==> src/rtl/frame_drop_fifo_pkg.sv <==
// Shared stream definitions: default AXI-Stream widths, the write-side
// frame state and the pointer-width helper.
package frame_drop_fifo_pkg;

  localparam int unsigned STREAM_DATA_WIDTH = 32;
  localparam int unsigned STREAM_KEEP_WIDTH = 4;

  // Write side is either storing the current frame or discarding the rest of it.
  typedef enum logic {
    WR_PASS = 1'b0,
    WR_DROP = 1'b1
  } wr_state_t;

  function automatic int unsigned clog2(input int unsigned value);
    int unsigned result;
    result = 0;
    for (int unsigned v = value - 1; v > 0; v = v >> 1) begin
      result = result + 1;
    end
    return result;
  endfunction

endpackage

==> src/rtl/frame_drop_fifo_if.sv <==
// AXI-Stream bundle used on both sides of the frame FIFO.
interface frame_drop_fifo_if
  import frame_drop_fifo_pkg::*;
#(
  parameter int unsigned DATA_WIDTH = STREAM_DATA_WIDTH,
  parameter int unsigned KEEP_WIDTH = STREAM_KEEP_WIDTH
) ();

  logic [DATA_WIDTH-1:0] tdata;
  logic [KEEP_WIDTH-1:0] tkeep;
  logic                  tvalid;
  logic                  tready;
  logic                  tlast;
  logic                  tuser;

  modport master (
    output tdata, tkeep, tvalid, tlast, tuser,
    input  tready
  );

  modport slave (
    input  tdata, tkeep, tvalid, tlast, tuser,
    output tready
  );

endinterface

==> src/rtl/frame_drop_fifo_sdp_ram.sv <==
// Simple dual-port RAM with one write port and one registered read port.
// Contents are not reset; readers track validity themselves.
module sdp_ram
  import frame_drop_fifo_pkg::*;
#(
  parameter  int unsigned DEPTH  = 64,
  parameter  int unsigned WIDTH  = 37,
  localparam int unsigned ADDR_W = clog2(DEPTH)
) (
  input  logic              clk,
  input  logic              wr_en,
  input  logic [ADDR_W-1:0] wr_addr,
  input  logic [WIDTH-1:0]  wr_data,
  input  logic              rd_en,
  input  logic [ADDR_W-1:0] rd_addr,
  output logic [WIDTH-1:0]  rd_data
);

  logic [WIDTH-1:0] mem [DEPTH];

  always_ff @(posedge clk) begin
    if (wr_en) begin
      mem[wr_addr] <= wr_data;
    end
    if (rd_en) begin
      rd_data <= mem[rd_addr];
    end
  end

endmodule

==> src/rtl/frame_drop_fifo.sv <==
// Store-and-forward AXI-Stream FIFO: only complete good frames are released;
// bad frames are rewound and frames that do not fit are dropped.
module frame_drop_fifo
  import frame_drop_fifo_pkg::*;
#(
  parameter int unsigned DATA_WIDTH  = STREAM_DATA_WIDTH,
  parameter int unsigned KEEP_ENABLE = 1,
  parameter int unsigned KEEP_WIDTH  = STREAM_KEEP_WIDTH,
  parameter int unsigned DEPTH       = 64
) (
  input  logic              clk,
  input  logic              rst,
  frame_drop_fifo_if.slave  s_axis,
  frame_drop_fifo_if.master m_axis,
  output logic              status_good_frame,
  output logic              status_bad_frame,
  output logic              status_overflow
);

  localparam int unsigned ADDR_W = clog2(DEPTH);
  localparam int unsigned PTR_W  = ADDR_W + 1;
  localparam int unsigned RAM_W  = DATA_WIDTH + KEEP_WIDTH + 1;
  localparam logic [PTR_W-1:0] DEPTH_P = PTR_W'(DEPTH);

  wr_state_t        state, state_next;
  logic             drop_flag;
  logic [PTR_W-1:0] wr_ptr, wr_ptr_next;
  logic [PTR_W-1:0] wr_ptr_commit, wr_ptr_commit_next;
  logic [PTR_W-1:0] rd_ptr;
  logic             accept, full, mem_we;
  logic             good_next, bad_next, overflow_next;

  logic             avail, rd_en, stage_valid, stage_move;
  logic [RAM_W-1:0] ram_wdata, ram_rdata;
  logic [KEEP_WIDTH-1:0] keep_q;

  assign s_axis.tready = ~rst;
  assign accept        = s_axis.tvalid & s_axis.tready;
  assign drop_flag     = (state == WR_DROP);
  assign full          = ((wr_ptr - rd_ptr) == DEPTH_P);
  assign ram_wdata     = {s_axis.tlast, s_axis.tkeep, s_axis.tdata};

  always_ff @(posedge clk) begin
    if (rst) begin
      state <= WR_PASS;
    end else begin
      state <= state_next;
    end
  end

  always_comb begin
    state_next         = state;
    wr_ptr_next        = wr_ptr;
    wr_ptr_commit_next = wr_ptr_commit;
    mem_we             = 1'b0;
    good_next          = 1'b0;
    bad_next           = 1'b0;
    overflow_next      = 1'b0;
    if (accept) begin
      if (drop_flag) begin
        if (s_axis.tlast) begin
          state_next    = WR_PASS;
          overflow_next = 1'b1;
        end
      end else if (full) begin
        // A tlast beat that hits full ends its own frame, so no drop state is needed.
        wr_ptr_next = wr_ptr_commit;
        if (s_axis.tlast) begin
          overflow_next = 1'b1;
        end else begin
          state_next = WR_DROP;
        end
      end else begin
        mem_we      = 1'b1;
        wr_ptr_next = wr_ptr + 1'b1;
        if (s_axis.tlast) begin
          if (s_axis.tuser) begin
            wr_ptr_next = wr_ptr_commit;
            bad_next    = 1'b1;
          end else begin
            wr_ptr_commit_next = wr_ptr + 1'b1;
            good_next          = 1'b1;
          end
        end
      end
    end
  end

  always_ff @(posedge clk) begin
    if (rst) begin
      wr_ptr            <= '0;
      wr_ptr_commit     <= '0;
      status_good_frame <= 1'b0;
      status_bad_frame  <= 1'b0;
      status_overflow   <= 1'b0;
    end else begin
      wr_ptr            <= wr_ptr_next;
      wr_ptr_commit     <= wr_ptr_commit_next;
      status_good_frame <= good_next;
      status_bad_frame  <= bad_next;
      status_overflow   <= overflow_next;
    end
  end

  sdp_ram #(
    .DEPTH (DEPTH),
    .WIDTH (RAM_W)
  ) u_ram (
    .clk     (clk),
    .wr_en   (mem_we),
    .wr_addr (wr_ptr[ADDR_W-1:0]),
    .wr_data (ram_wdata),
    .rd_en   (rd_en),
    .rd_addr (rd_ptr[ADDR_W-1:0]),
    .rd_data (ram_rdata)
  );

  // RAM read register is a hidden stage ahead of the output register; it is
  // refilled in the same cycle it drains, which keeps output at one beat/cycle.
  assign avail      = (rd_ptr != wr_ptr_commit);
  assign stage_move = stage_valid & (~m_axis.tvalid | m_axis.tready);
  assign rd_en      = avail & (~stage_valid | stage_move);

  always_ff @(posedge clk) begin
    if (rst) begin
      rd_ptr        <= '0;
      stage_valid   <= 1'b0;
      m_axis.tvalid <= 1'b0;
      m_axis.tdata  <= '0;
      m_axis.tlast  <= 1'b0;
      keep_q        <= '0;
    end else begin
      if (rd_en) begin
        rd_ptr      <= rd_ptr + 1'b1;
        stage_valid <= 1'b1;
      end else if (stage_move) begin
        stage_valid <= 1'b0;
      end
      if (stage_move) begin
        m_axis.tvalid <= 1'b1;
        m_axis.tdata  <= ram_rdata[DATA_WIDTH-1:0];
        keep_q        <= ram_rdata[DATA_WIDTH +: KEEP_WIDTH];
        m_axis.tlast  <= ram_rdata[RAM_W-1];
      end else if (m_axis.tready) begin
        m_axis.tvalid <= 1'b0;
      end
    end
  end

  assign m_axis.tkeep = (KEEP_ENABLE != 0) ? keep_q : '1;
  assign m_axis.tuser = 1'b0;

endmodule

==> src/flat_wrapper.sv <==
// flat-port wrapper written by rule: the top's interface ports become plain ports
module frame_drop_fifo_flat import frame_drop_fifo_pkg::*;
#(
  parameter int unsigned DATA_WIDTH  = STREAM_DATA_WIDTH,
  parameter int unsigned KEEP_ENABLE = 1,
  parameter int unsigned KEEP_WIDTH  = STREAM_KEEP_WIDTH,
  parameter int unsigned DEPTH       = 64
)
  (clk, rst, status_good_frame, status_bad_frame, status_overflow, s_axis_tdata, s_axis_tkeep, s_axis_tvalid, s_axis_tlast, s_axis_tuser, s_axis_tready, m_axis_tdata, m_axis_tkeep, m_axis_tvalid, m_axis_tlast, m_axis_tuser, m_axis_tready);
  frame_drop_fifo_if #(.DATA_WIDTH(DATA_WIDTH), .KEEP_WIDTH(KEEP_WIDTH)) s_axis_i ();
  frame_drop_fifo_if #(.DATA_WIDTH(DATA_WIDTH), .KEEP_WIDTH(KEEP_WIDTH)) m_axis_i ();
  input  logic clk;
  input  logic rst;
  output logic status_good_frame;
  output logic status_bad_frame;
  output logic status_overflow;
  input wire logic [$bits(s_axis_i.tdata)-1:0] s_axis_tdata;
  input wire logic [$bits(s_axis_i.tkeep)-1:0] s_axis_tkeep;
  input wire logic [$bits(s_axis_i.tvalid)-1:0] s_axis_tvalid;
  input wire logic [$bits(s_axis_i.tlast)-1:0] s_axis_tlast;
  input wire logic [$bits(s_axis_i.tuser)-1:0] s_axis_tuser;
  output wire logic [$bits(s_axis_i.tready)-1:0] s_axis_tready;
  output wire logic [$bits(m_axis_i.tdata)-1:0] m_axis_tdata;
  output wire logic [$bits(m_axis_i.tkeep)-1:0] m_axis_tkeep;
  output wire logic [$bits(m_axis_i.tvalid)-1:0] m_axis_tvalid;
  output wire logic [$bits(m_axis_i.tlast)-1:0] m_axis_tlast;
  output wire logic [$bits(m_axis_i.tuser)-1:0] m_axis_tuser;
  input wire logic [$bits(m_axis_i.tready)-1:0] m_axis_tready;
  assign s_axis_i.tdata = s_axis_tdata;
  assign s_axis_i.tkeep = s_axis_tkeep;
  assign s_axis_i.tvalid = s_axis_tvalid;
  assign s_axis_i.tlast = s_axis_tlast;
  assign s_axis_i.tuser = s_axis_tuser;
  assign s_axis_tready = s_axis_i.tready;
  assign m_axis_tdata = m_axis_i.tdata;
  assign m_axis_tkeep = m_axis_i.tkeep;
  assign m_axis_tvalid = m_axis_i.tvalid;
  assign m_axis_tlast = m_axis_i.tlast;
  assign m_axis_tuser = m_axis_i.tuser;
  assign m_axis_i.tready = m_axis_tready;
  frame_drop_fifo #(.DATA_WIDTH(DATA_WIDTH), .KEEP_ENABLE(KEEP_ENABLE), .KEEP_WIDTH(KEEP_WIDTH), .DEPTH(DEPTH)) u_core (.clk(clk), .rst(rst), .s_axis(s_axis_i), .m_axis(m_axis_i), .status_good_frame(status_good_frame), .status_bad_frame(status_bad_frame), .status_overflow(status_overflow));
endmodule
==> config.mk <==
export PLATFORM = sky130hd
export DESIGN_NAME = frame_drop_fifo_flat
export DESIGN_NICKNAME = d
export VERILOG_FILES = /design/src/rtl/frame_drop_fifo_pkg.sv /design/src/rtl/frame_drop_fifo_if.sv /design/src/rtl/frame_drop_fifo_sdp_ram.sv /design/src/rtl/frame_drop_fifo.sv /design/src/flat_wrapper.sv
export SDC_FILE = /design/constraint.sdc
export NUM_CORES = 2
export LEC_CHECK = 0
export BUFFER_PORTS_ARGS = -buffer_cell sky130_fd_sc_hd__buf_4
export CORE_MARGIN = 10
export CORE_UTILIZATION = 30
export CTS_BUF_LIST = sky130_fd_sc_hd__clkbuf_16
export DETAILED_ROUTE_END_ITERATION = 12
export MAX_ROUTING_LAYER = met4
export PLACE_DENSITY = 0.44
export SLEW_MARGIN = 20
export SYNTH_ARGS = -nofsm -noshare
export SYNTH_HDL_FRONTEND = slang
export SYNTH_HIERARCHICAL = 1
export SYNTH_SLANG_ARGS = --single-unit
==> constraint.sdc <==
create_clock -name clk -period 7.6 [get_ports clk]
set_input_delay 0.38 -clock clk [delete_from_list [all_inputs] [get_ports clk]]
set_output_delay 0.38 -clock clk [all_outputs]
set_load 0.01 [all_outputs]
==> results by group <==
Status
  – Status: completed

Timing
  – Tightest hold margin: 59.3 ps
  – Max Transition Viols Final: 0
  – Final-layout setup total negative slack: 0 ps
  – Clock tree skew after final layout: 46.6 ps
  – Setup violation total in the final timing report: 0
  – Actual slew at the worst max-slew pin: 1140 ps
  – Unrepaired setup endpoints after global routing: no
  – Max-slew headroom at the worst pin: 0.236
  – Number of hold violations in the final report: 0
  – Max Clk Rate: 202 MHz
  – Tmin final: 4960 ps
  – Final critical-path share of the clock period: 0.652

Route
  – Overall routed net length: 295 mm
  – First-pass iteration count of the detailed router: 7
  – Avg Vias per Cell: 5.21
  – Post-DR wirelength/cell: 33.1 microns
  – Drt drc: 0
  – Via count: 46,417
  – Drt initial violations: 5,066
  – Final antenna-violating net count: 0

Cells and area
  – Count of nets after finishing: 4,604
  – Core Util, Final: 0.349
  – Area delta synth->final: 16.0%
  – Most frequent standard cell in the layout excluding fill and tap cells: sky130_fd_sc_hd__edfxtp_1
  – Ratio of cells with drive above 1 in the final layout: 0.265
  – Most frequent cells in the layout: sky130_fd_sc_hd__edfxtp_1, sky130_fd_sc_hd__mux4_2, sky130_fd_sc_hd__clkbuf_16, sky130_fd_sc_hd__buf_4, sky130_fd_sc_hd__o22ai_1

Place
  – Detail Placement HPWL: 174 mm
  – Quantity of I/O buffers inserted on ports: 83
  – Final weighted congestion in routability-driven placement: 0.802

Synth
  – Unique masters post-synth: 61
  – Post-synthesis cell count: 4,289
  – Count of state elements after synthesis: 2,469
  – Fraction of registers with async set/reset: 0
  – Post-synth EDFFs: 2,405
  – Main synth FF type: sky130_fd_sc_hd__edfxtp_1
  – Net count after synthesis: 4,339
  – Fraction of the yosys area taken by sequential cells: 0.784
  – Synth Cell Area: 0.0938 sq mm
  – Count of warnings emitted by yosys: 6
  – Synthesized area per cell: 21.9 sq um

Min path
  – Classification of the worst-slack hold path: in2reg
  – Worst Min Path Start: s_axis_tlast
  – Hold EP: u_core/u_ram/mem[44][36]
  – Depth of the worst hold-timing path: 1

Worst setup path
  – Worst reg-to-reg path cell count: 9
  – Sort of element at the start of the critical path: register
  – Origin of the critical flop-to-flop path: u_core/wr_ptr[3]
  – Crit-path max cell delay: 1150 ps
  – CP Capture Type: register
  – Critical-path cell list: ha_1 -> nor3b_1 -> o32a_1 -> nor4_2 -> o21a_1 -> nor2_1 -> nand3_1 -> nor2_4 -> buf_4
  – CP Data Required Time: 8100 ps
  – Library cell contributing the largest single delay on the critical path: sky130_fd_sc_hd__nor2_4
  – CP arrival: 5460 ps
  – Worst-case register-to-register setup slack: 2640 ps
  – Largest driver fanout on the critical path: 20
  – Start-to-end type of the worst setup path: reg2reg
  – R2r endpoint: u_core/u_ram/mem[1][20]

Clocking
  – Number of buffers inserted during clock tree synthesis: 280
  – Post-CTS setup buffer count: 0
  – Root buffer selected by CTS: sky130_fd_sc_hd__clkbuf_16
  – TritonCTS clock tree: built
  – Clk pin slew, worst setup/hold paths: 60 ps
  – Number of buffers on the longest clock path: 4
  – Clock sink count: 2,469
  – Post-CTS sizing: 0
  – Max H-tree Level: 5
  – Latest clock arrival within the worst-skew pair: 840 ps

Pwr
  – Net Switching: 0.00879 W
  – Logic pwr share: 0.150
  – Internal power component: 0.0247 W
  – Cell leakage power: 32.6 nW
  – Sw frac: 0.263
  – Max IR drop VDD: 177 uV
  – Clock group share of total power: 0.380
  – Part of the total power dissipated in sequential elements: 0.470
  – Pwr/cell area: 308 mW/mm^2

Run
  – Max-cap check violation count: 0

Global routing
  – GRT Total Usage: 0.177
  – Wire length of the first global-routing pass: 405 mm
  – Number of antenna violations at the first check in global routing: 27
  – Vias in the first global route: 47,128
  – Maximum number of pins on one net before global-route repair: 93
  – Aggregate global routing overflow: 0

Die
  – Horiz. Die Dim: 579 microns
  – I/O pin count: 85
  – Die area: 0.335 sq mm
  – Height of the chip: 579 microns
  – # rows: 205
  – Core area: 0.312 sq mm
  – Initial cell density of the core: 0.301
[state kept, by name, summed over array words and instances (netlist names), 4 cells and up]
name	cells
u_core/rd_ptr	7
u_core/wr_ptr_commit	7
u_core/wr_ptr	7
u_core/u_ram/rd_data	37
u_core/u_ram/mem	2368
u_core/m_axis.tkeep	4
u_core/m_axis.tdata	32
[how the worst max path moves through the flow]
stage / from / to / slack (ps) / cells past startpoint
4_1_cts: u_core/rd_ptr[0] / u_core/u_ram/rd_data[36] / 2620 / 7
6_report: u_core/wr_ptr[3] / u_core/u_ram/mem[1][20] / 2640 / 9
3_5_place_dp: u_core/rd_ptr[0] / u_core/u_ram/rd_data[36] / 2630 / 7
5_1_grt: u_core/rd_ptr[0] / u_core/u_ram/mem[1][24] / 2510 / 9
3_3_place_gp: u_core/rd_ptr[0] / u_core/u_ram/mem[60][18] / 2630 / 10
2_1_floorplan: u_core/rd_ptr[4] / u_core/u_ram/mem[48][0] / 2470 / 10
[synthesized netlist by cell type, types with 3 or more instances]
cell | instances | area share
sky130_fd_sc_hd__a21o_1 | 6 | 0.00048
sky130_fd_sc_hd__buf_2 | 49 | 0.0026
sky130_fd_sc_hd__and2_1 | 7 | 0.00047
sky130_fd_sc_hd__clkbuf_1 | 128 | 0.0051
sky130_fd_sc_hd__a211oi_1 | 48 | 0.0038
sky130_fd_sc_hd__buf_1 | 13 | 0.00052
sky130_fd_sc_hd__nand4_1 | 23 | 0.0015
sky130_fd_sc_hd__nor4_1 | 27 | 0.0018
sky130_fd_sc_hd__xor2_1 | 8 | 0.00075
sky130_fd_sc_hd__nor2b_1 | 54 | 0.0036
sky130_fd_sc_hd__dfxtp_1 | 64 | 0.014
sky130_fd_sc_hd__mux2_2 | 3 | 0.00036
sky130_fd_sc_hd__buf_6 | 19 | 0.0023
sky130_fd_sc_hd__and4_1 | 8 | 0.00075
sky130_fd_sc_hd__o22a_1 | 24 | 0.0022
sky130_fd_sc_hd__a22oi_1 | 63 | 0.0050
sky130_fd_sc_hd__or3_1 | 4 | 0.00027
sky130_fd_sc_hd__nand3_1 | 50 | 0.0027
sky130_fd_sc_hd__edfxtp_1 | 2405 | 0.77
sky130_fd_sc_hd__buf_4 | 36 | 0.0029
sky130_fd_sc_hd__o21ai_0 | 18 | 0.00096
sky130_fd_sc_hd__a31oi_1 | 13 | 0.00087
sky130_fd_sc_hd__mux4_2 | 566 | 0.14
sky130_fd_sc_hd__o221ai_1 | 28 | 0.0026
sky130_fd_sc_hd__nand2b_1 | 13 | 0.00087
sky130_fd_sc_hd__ha_1 | 8 | 0.0011
sky130_fd_sc_hd__xnor2_1 | 11 | 0.0010
sky130_fd_sc_hd__or2_2 | 7 | 0.00047
sky130_fd_sc_hd__nor2_1 | 113 | 0.0045
sky130_fd_sc_hd__mux2i_1 | 65 | 0.0069
sky130_fd_sc_hd__o211ai_1 | 12 | 0.00096
sky130_fd_sc_hd__o22ai_1 | 139 | 0.0093
sky130_fd_sc_hd__nor3_1 | 34 | 0.0018
sky130_fd_sc_hd__a21oi_1 | 55 | 0.0029
sky130_fd_sc_hd__o211a_1 | 5 | 0.00053
sky130_fd_sc_hd__inv_1 | 8 | 0.00032
sky130_fd_sc_hd__nand2_1 | 126 | 0.0050
[critical path: cells and delay by family, from the launching register on]
family                     cells  cell delay (ps)
AOI/OAI and AO/OA              2              450
adders and majority gates      1              420
buffers and inverters          1              460
DFF                            1              660
and+or+nand+nor                5             2570
[kinds of logic (layout without fill, tap and decap cells)]
kind of cell             count (synthesis)  in the layout  synth area share
buffers and inverters                  254            723            0.0138
flip-flops                            2469           2469             0.784
adder cells (fa/ha/maj)                  8              8           0.00107
AO/OA/AOI/OAI                          424            424            0.0311
XOR/XNOR                                19             19           0.00177
AND/OR/NAND/NOR                        480            480            0.0250
other                                    1             12         0.0000400
multiplexers                           634            634             0.143
[cell type report]
cell class	count	area, sq um
clock inverter	200	1320
sequential	2469	73500
timing repair buffer	228	1970
inverter	9	33.8
tap	4140	5180
multi-input combinational	1566	19500
clock buffer	286	7160
antenna	11	27.5
fill	28961	203000
[stage by stage]
step / cell area [sq um] / setup WS [ps] / instances / power (W)
floorplan: 93800 / 2470 / 4289 / 0.0190
global placement: 99900 / 2630 / 8397 / 0.0211
detailed placement: 100000 / 2630 / 8403 / 0.0211
CTS: 109000 / 2620 / 8894 / 0.0339
global route: 109000 / 2510 / 8901 / 0.0346
finish: 109000 / 2640 / 8909 / 0.0335
[routing by layer]
layer	routed length, microns	vias to the layer above	track usage
met4	7230	0	0.0407
met2	140000	1542	0.276
met3	18300	386	0.0276
met5	0	-	-
li1	-	18732	-
met1	130000	25757	0.245
[power groups by stage]
| stage | Sequential (W) | Combinational [W] | Clock, W |
|---|---|---|---|
| 5_1_grt | 0.0157 | 0.00533 | 0.0136 |
| 6_report | 0.0157 | 0.00501 | 0.0127 |
| 3_5_place_dp | 0.0160 | 0.00513 | 0 |
| 3_3_place_gp | 0.0160 | 0.00512 | 0 |
| 2_1_floorplan | 0.0157 | 0.00338 | 0 |
| 4_1_cts | 0.0157 | 0.00515 | 0.0130 |
[repair_timing]
action	4_1_cts	5_1_grt
hold buffers	5	0
hold endpoints to repair	39	0
endpoints found under the setup margin	0	0
No activity file was read; power rests on OpenSTA's default activity.
